===== src/rtl/seq_stream_tx.sv =====
// Serial bit-stream transmitter: loads a word through a valid/ready handshake,
// shifts it out LSB-first on bit_en strobes and counts overlapping "000" windows.
module seq_stream_tx #(
    parameter int WIDTH = 16,
    parameter int LEN_W = 5
) (
    input  logic             clk,
    input  logic             rst,
    input  logic             load_valid,
    output logic             load_ready,
    input  logic [WIDTH-1:0] load_data,
    input  logic [LEN_W-1:0] load_len,
    input  logic             bit_en,
    output logic             ser_out,
    output logic             ser_valid,
    output logic             done,
    output logic [LEN_W-1:0] zero_runs
);

    localparam logic [1:0] S_IDLE = 2'd0;
    localparam logic [1:0] S_SEND = 2'd1;
    localparam logic [1:0] S_DONE = 2'd2;

    localparam logic [LEN_W-1:0] WIDTH_L = LEN_W'(WIDTH);
    localparam logic [LEN_W-1:0] ONE_L   = LEN_W'(1);

    logic [1:0]       state_q, state_d;
    logic [WIDTH-1:0] shift_q, shift_d;
    logic [LEN_W-1:0] rem_q, rem_d;
    logic [1:0]       z_q, z_d;
    logic [LEN_W-1:0] zruns_q, zruns_d;
    logic [LEN_W-1:0] eff_len;

    // Zero or oversized lengths fall back to a full word.
    assign eff_len = ((load_len == '0) || (load_len > WIDTH_L)) ? WIDTH_L : load_len;

    always_comb begin
        // NOTE: every next-state signal gets its hold value first so no path leaves it unassigned (no latch).
        state_d = state_q;
        shift_d = shift_q;
        rem_d   = rem_q;
        z_d     = z_q;
        zruns_d = zruns_q;
        case (state_q)
            S_IDLE: begin
                if (load_valid) begin
                    shift_d = load_data;
                    rem_d   = eff_len;
                    z_d     = 2'd0;
                    zruns_d = '0;
                    state_d = S_SEND;
                end
            end
            S_SEND: begin
                if (bit_en) begin
                    shift_d = {1'b0, shift_q[WIDTH-1:1]};
                    rem_d   = rem_q - ONE_L;
                    if (shift_q[0]) begin
                        z_d = 2'd0;
                    end else begin
                        if (z_q == 2'd2) begin
                            zruns_d = zruns_q + ONE_L;
                        end
                        z_d = (z_q == 2'd2) ? 2'd2 : z_q + 2'd1;
                    end
                    if (rem_q == ONE_L) begin
                        state_d = S_DONE;
                    end
                end
            end
            S_DONE:  state_d = S_IDLE;
            default: state_d = S_IDLE;
        endcase
    end

    // NOTE: sequential state uses non-blocking assignments so all registers update together at the edge.
    always_ff @(posedge clk or negedge rst) begin
        if (!rst) begin
            state_q <= S_IDLE;
            shift_q <= '0;
            rem_q   <= '0;
            z_q     <= 2'd0;
            zruns_q <= '0;
        end else begin
            state_q <= state_d;
            shift_q <= shift_d;
            rem_q   <= rem_d;
            z_q     <= z_d;
            zruns_q <= zruns_d;
        end
    end

    assign load_ready = (state_q == S_IDLE);
    assign ser_valid  = (state_q == S_SEND);
    assign ser_out    = (state_q == S_SEND) ? shift_q[0] : 1'b1;
    assign done       = (state_q == S_DONE);
    assign zero_runs  = zruns_q;

endmodule


===== config.mk =====
export PLATFORM = sky130hd
export DESIGN_NAME = seq_stream_tx
export DESIGN_NICKNAME = d
export VERILOG_FILES = /design/src/rtl/seq_stream_tx.sv
export SDC_FILE = /design/constraint.sdc
export NUM_CORES = 1
export LEC_CHECK = 0
export BUFFER_PORTS_ARGS = -buffer_cell sky130_fd_sc_hd__buf_2
export CAP_MARGIN = 20
export CORE_MARGIN = 2
export CORE_UTILIZATION = 49
export CTS_CLUSTER_SIZE = 8
export DETAILED_ROUTE_END_ITERATION = 8
export PLACE_DENSITY_LB_ADDON = 0.15
export SYNTH_ARGS = -nofsm -noshare
export SYNTH_HDL_FRONTEND = slang
export SYNTH_SLANG_ARGS = --single-unit

===== constraint.sdc =====
create_clock -name clk -period 1.8 [get_ports clk]
set_clock_uncertainty 0.2 [all_clocks]
set_input_delay 0.27 -clock clk [delete_from_list [all_inputs] [get_ports clk]]
set_output_delay 0.27 -clock clk [all_outputs]
set_load 0.02 [all_outputs]

# --- Yosys cells after proc, flatten, opt, wreduce, memory -nomap -nowiden ---
# Index checks and enable logic that the tools add are counted.
totals:
  register_bits: 30
  word_cells: 47
classes:
  addsub: 3
  magnitude_cmp: 1
  n_eq_ne: 9
  mux: 22
  reduce_logical: 7
op_table:
  columns: ["operator", "count"]
  rows:
  - ["2-to-1 mux 5 bit", 7]
  - ["2-to-1 mux 16 bit", 2]
  - ["case mux 16 bit (2 select lines)", 1]
  - ["case mux 5 bit (2 select lines)", 2]
  - ["2-to-1 mux 2 bit", 7]
  - ["case mux 2 bit (2 select lines)", 2]
  - ["!= test 2 bit, second input constant", 3]
  - ["AND reduction 3 bit", 2]
  - ["adder 5 x 1 -> 5 bit, second input constant", 1]
  - ["== test 5 x 1 -> 1 bit, second input constant", 1]
  - ["greater-than comparator 5 bit, second input constant", 1]
  - ["zero test 5 bit", 1]
  - ["AND reduction 5 bit", 1]
  - ["subtractor 5 x 1 -> 5 bit, second input constant", 1]
  - ["== test 2 bit, second input constant", 2]
  - ["!= test 2 x 1 -> 1 bit, second input constant", 2]
  - ["adder 2 x 1 -> 2 bit, second input constant", 1]
  - ["== test 2 x 1 -> 1 bit, second input constant", 1]
  - ["zero test 2 bit", 1]
  - ["nonzero test 2 bit", 1]
  - ["logical OR 1 bit", 1]
  - ["2-to-1 mux 1 bit", 1]

# --- Logic depth before layout (Yosys ltp) ---
logic_depth:
  word_depth: 5
  depth_mapped: 7
  depth_no_buf: 5

# --- Worst setup path after synthesis ---
# Ideal clock, no wire load.
synth_timing:
  path_kind: "input to register"
  start: "input port load_len[0]"
  end: "register rem_q[2]"
  setup_ns: 0.126
  t_arrival_ns: 1.575
  required_ns: 1.474
  path_slack_ns: -0.101
  cell_stages: 5
  n_path_buf: 0
  path_cell_list: "or4_1 -> ha_1 -> inv_1 -> and3_1 -> o32a_1"
synth_between:
  elab_chain_cells: 5
  word_cells_on_any_way: 6
  classes_between: "order compare (1); mux (3); reduce/logical (2)"
synth_rtl:
  columns: ["element", "line_no", "text"]
  rows:
  - ["start, declared", "12", "input logic [LEN_W-1:0] load_len,"]
  - ["greater-than comparator 5 bit or zero test 5 bit (tied branches)", "35", "assign eff_len = ((load_len == '0) || (load_len > WIDTH_L)) ? WIDTH_L : load_len;"]
  - ["logical OR 1 bit *", "35", null]
  - ["2-to-1 mux 5 bit *", "35", null]
  - ["2-to-1 mux 5 bit *", "46", "if (load_valid) begin"]
  - ["case mux 5 bit (2 select lines) *", "44", "case (state_q)"]
  - ["end signal, assigned", "87", "rem_q <= rem_d;"]
  - ["end, declared", "29", "logic [LEN_W-1:0] rem_q, rem_d;"]
# Mark *: on every way between the ends. The rest lies on a longest branch, timed or not. The select of a mux whose other input is x is not followed.
# A chain may end at the register's enable or synchronous reset.

# --- Worst setup path in the final report ---
layout_timing:
  start: "register state_q[1]"
  end: "output port ser_valid"
layout_between:
  elab_chain_cells: 1
layout_rtl:
  columns: ["element", "line_no", "text"]
  rows:
  - ["start, declared", "27", "logic [1:0] state_q, state_d;"]
  - ["start signal, assigned", "85", "state_q <= state_d;"]
  - ["== test 2 x 1 -> 1 bit", "94", "assign ser_valid = (state_q == S_SEND);"]
  - ["end, declared", "15", "output logic ser_valid,"]
# Every way passes these cells.

==> run metrics <==
startpoint types=flop; Cell Rows=21; Leak Pwr=1.125 nW; sequential share of the synthesized area=between 40% and 50%; DRC=0; Routed WL=between 4000 and 5000 um; dpl cells=258; DR WL/cell=around 15 um; gp weighted congestion=0.7992; post-route ant nets=0; Synth area leader=dfrtp_1; first-pass GRT wire length=roughly 7000 um; Worst setup startpoint=state_q[1]; Non-Filler Instances=280; Via Count=roughly 1500; Crit. End Element=output port; Slew Viols, Final=0; met1 GRT Util=between 20% and 30%; CTS tree=built; final hold viol count=0; Buf+Inv Stages, Crit Path=3; PD cells=approximately 1600 nW/um^2; largest net degree at the start of global routing=31; full die area=roughly 4000 um^2; H-tree depth=2; initial antenna violation count=0; final worst path period share=98.23%; grt met3 use=3.750%; Critical Path Stages=4; Synthesis Warnings=0; Antenna Cells=0; cells along the critical path=nand2b_4 > inv_2 > buf_12 > buf_4; GRT overflow=0; fmax=about 570 MHz; I/O Buffers=33; top-count cell post-synth=o21ai_0; syn_nets=207; Hold Crit Depth=3; Worst-Margin Slew=approximately 0.7 ns; status=finished, final reports clean; Core Area=~3300 um^2; main area contributors after synthesis=dfrtp_1 44%, mux2i_1 11%, o21ai_0 10%, ha_1 4.4%, inv_1 3.1%; grt peak-use layer=met2; reg2reg start=z_q[0]; number of synthesized register bits=30; clk sinks=30; CP peak stage delay=~0.43 ns; slew margin rel.=between 50% and 60%; routing usage on met2=a little over two fifths; post-layout util=about two thirds; vias in the first global route=1573; Starting Density=approximately half; worst min-delay path startpoint=load_data[1]; CTS root buf=clkbuf_4; maximum vdd drop=0.7945 mV; EDFF count, synth=0; Max Buffers Root-to-Sink=2; share of the synthesized area in the top cell type=a little over two fifths; CP required=between 1 and 1.5 ns; Final Setup Violations=0; RSZ-0062 raised after global routing=yes; gr usage total=between 20% and 30%; Critical Path Slowest Stage Cell=dfrtp_1; Post-synth top flop=dfrtp_1; mean post-synth cell area=around 10 um^2; area delta synth->final=31.70%; crit-path max FO=6; Register-to-Register Path Depth=5; Max Cap Viol=0; vias per inst=roughly 5.5; WHS=roughly 0.036 ns; Cell variety after synth=40; drt first pass iters=4; Num CTS Buffers=5; Syn Inst Count=~180; Final Total Pwr=~0.0035 W; Worst Path Arrival=about 1.3 ns; Die Ht=between 60 and 70 um; iteration-0 DRC count of the detailed router=around 120; Setup TNS=0 ns; mapped cell area=around 1700 um^2; cell family with most CP delay=flip-flops; HP Class=primary input to flop; synth cell count leaders=35 x o21ai_0, 30 x dfrtp_1, 18 x mux2i_1, 14 x inv_1, 7 x nand2_1; die width=between 60 and 70 um; kind of critical path=flop to output port; FFs w/ async S/R, synth=between 90% and 100%; Ports=34; layout cells sized above 1=36.75%; clk_lat worst skew=around 0.32 ns; Worst-path clk slew=0.11 ns; minimum clock period=1.768 ns; HPWL after DPL=approximately 2800 um; NumNets Final=between 200 and 300
## metrics by stage
stage | setup slack, ns | instance area [um^2]
after detailed placement | -0.2102 | 1989
final | 0.03192 | 2251
after CTS | 0.0002247 | 2135
after floorplan | -0.04491 | 1709
after global placement | -0.1778 | 1989
after global routing | -0.06981 | 2251
## area by class of cell
type	instances	area [um^2]
flip-flops and latches	30	752.0
well taps	46	57.56
clock buffers	8	78.83
multi-input cells	119	889.6
inverters	15	56.30
fillers	290	1086
repair buffers	62	416.7
## state kept, by name, indices dropped and copies added (netlist names)
signal / flops
z_q: 2
zero_runs: 5
rem_q: 5
state_q: 2
shift_q: 16
## cell usage in the layout, fill, tap and decap left out, types with 2 or more instances in the layout
| cell type | synthesis | final |
|---|---|---|
| o21ai_0 | 35 | 33 |
| buf_2 | 3 | 30 |
| dfrtp_1 | 30 | 29 |
| buf_4 | 1 | 28 |
| mux2i_1 | 18 | 18 |
| inv_1 | 14 | 12 |
| nand2_1 | 7 | 7 |
| ha_1 | 6 | 5 |
| clkbuf_4 | 0 | 5 |
| nor2b_1 | 4 | 4 |
| nand2b_1 | 6 | 4 |
| o31ai_1 | 4 | 4 |
| a21oi_1 | 5 | 4 |
| inv_2 | 1 | 3 |
| nor2_1 | 3 | 3 |
| nor4_1 | 3 | 3 |
| clkbuf_8 | 0 | 3 |
| nand2b_4 | 0 | 2 |
| nand4b_1 | 2 | 2 |
| o21ai_1 | 0 | 2 |
| nor3_1 | 2 | 2 |
| a2bb2oi_1 | 2 | 2 |
## cells by family (layout without fill, tap and decap cells)
family                   count (synthesis)  in the layout  share of synthesized area, %
AO/OA/AOI/OAI                           55             55                         19.18
AND/OR/NAND/NOR                         38             38                         13.25
flip-flops                              30             30                         43.92
buffers and inverters                   27             85                         7.247
multiplexers                            20             20                         12.01
adder cells (fa/ha/maj)                  6              6                         4.392
## layer usage
layer  up-vias  routed length, um
li1        745                  -
met4         0                 21
met1       755               1773
met3         2                197
met2        42               2160
met5         -                  0
## repair_timing
action,CTS,global route
pin swaps,1,2
endpoints found under the hold margin,30,0
setup buffers,4,9
hold buffers,1,0
cloned,0,0
gates resized for setup,7,14
setup endpoints to repair,6,17
## worst paths after layout
path | endpoint | slack, ns
max reg2reg | zero_runs[4] | 0.06
min | shift_q[1] | 0.04
min reg2reg | state_q[1] | 0.30
min in group asynchronous | rem_q[3] | 0.31
max | ser_valid | 0.03
max in group asynchronous | state_q[0] | 0.60
## tightest hold or removal path: cells and delay by family
family / cells / cell delay, ns
AOI/OAI and AO/OA: 1 / 0.13
buffers and inverters: 1 / 0.07
muxes: 1 / 0.05
## where the power goes
part / leakage, nW / internal (W) / switching, W / total (W)
Combinational: 0.700 / 0.000923 / 0.000880 / 0.00180
Clock: 0.0446 / 0.000267 / 0.000239 / 0.000506
Sequential: 0.380 / 0.000964 / 0.000226 / 0.00119
Total: 1.12 / 0.00215 / 0.00135 / 0.00350
(Power assumes the default switching activity.)
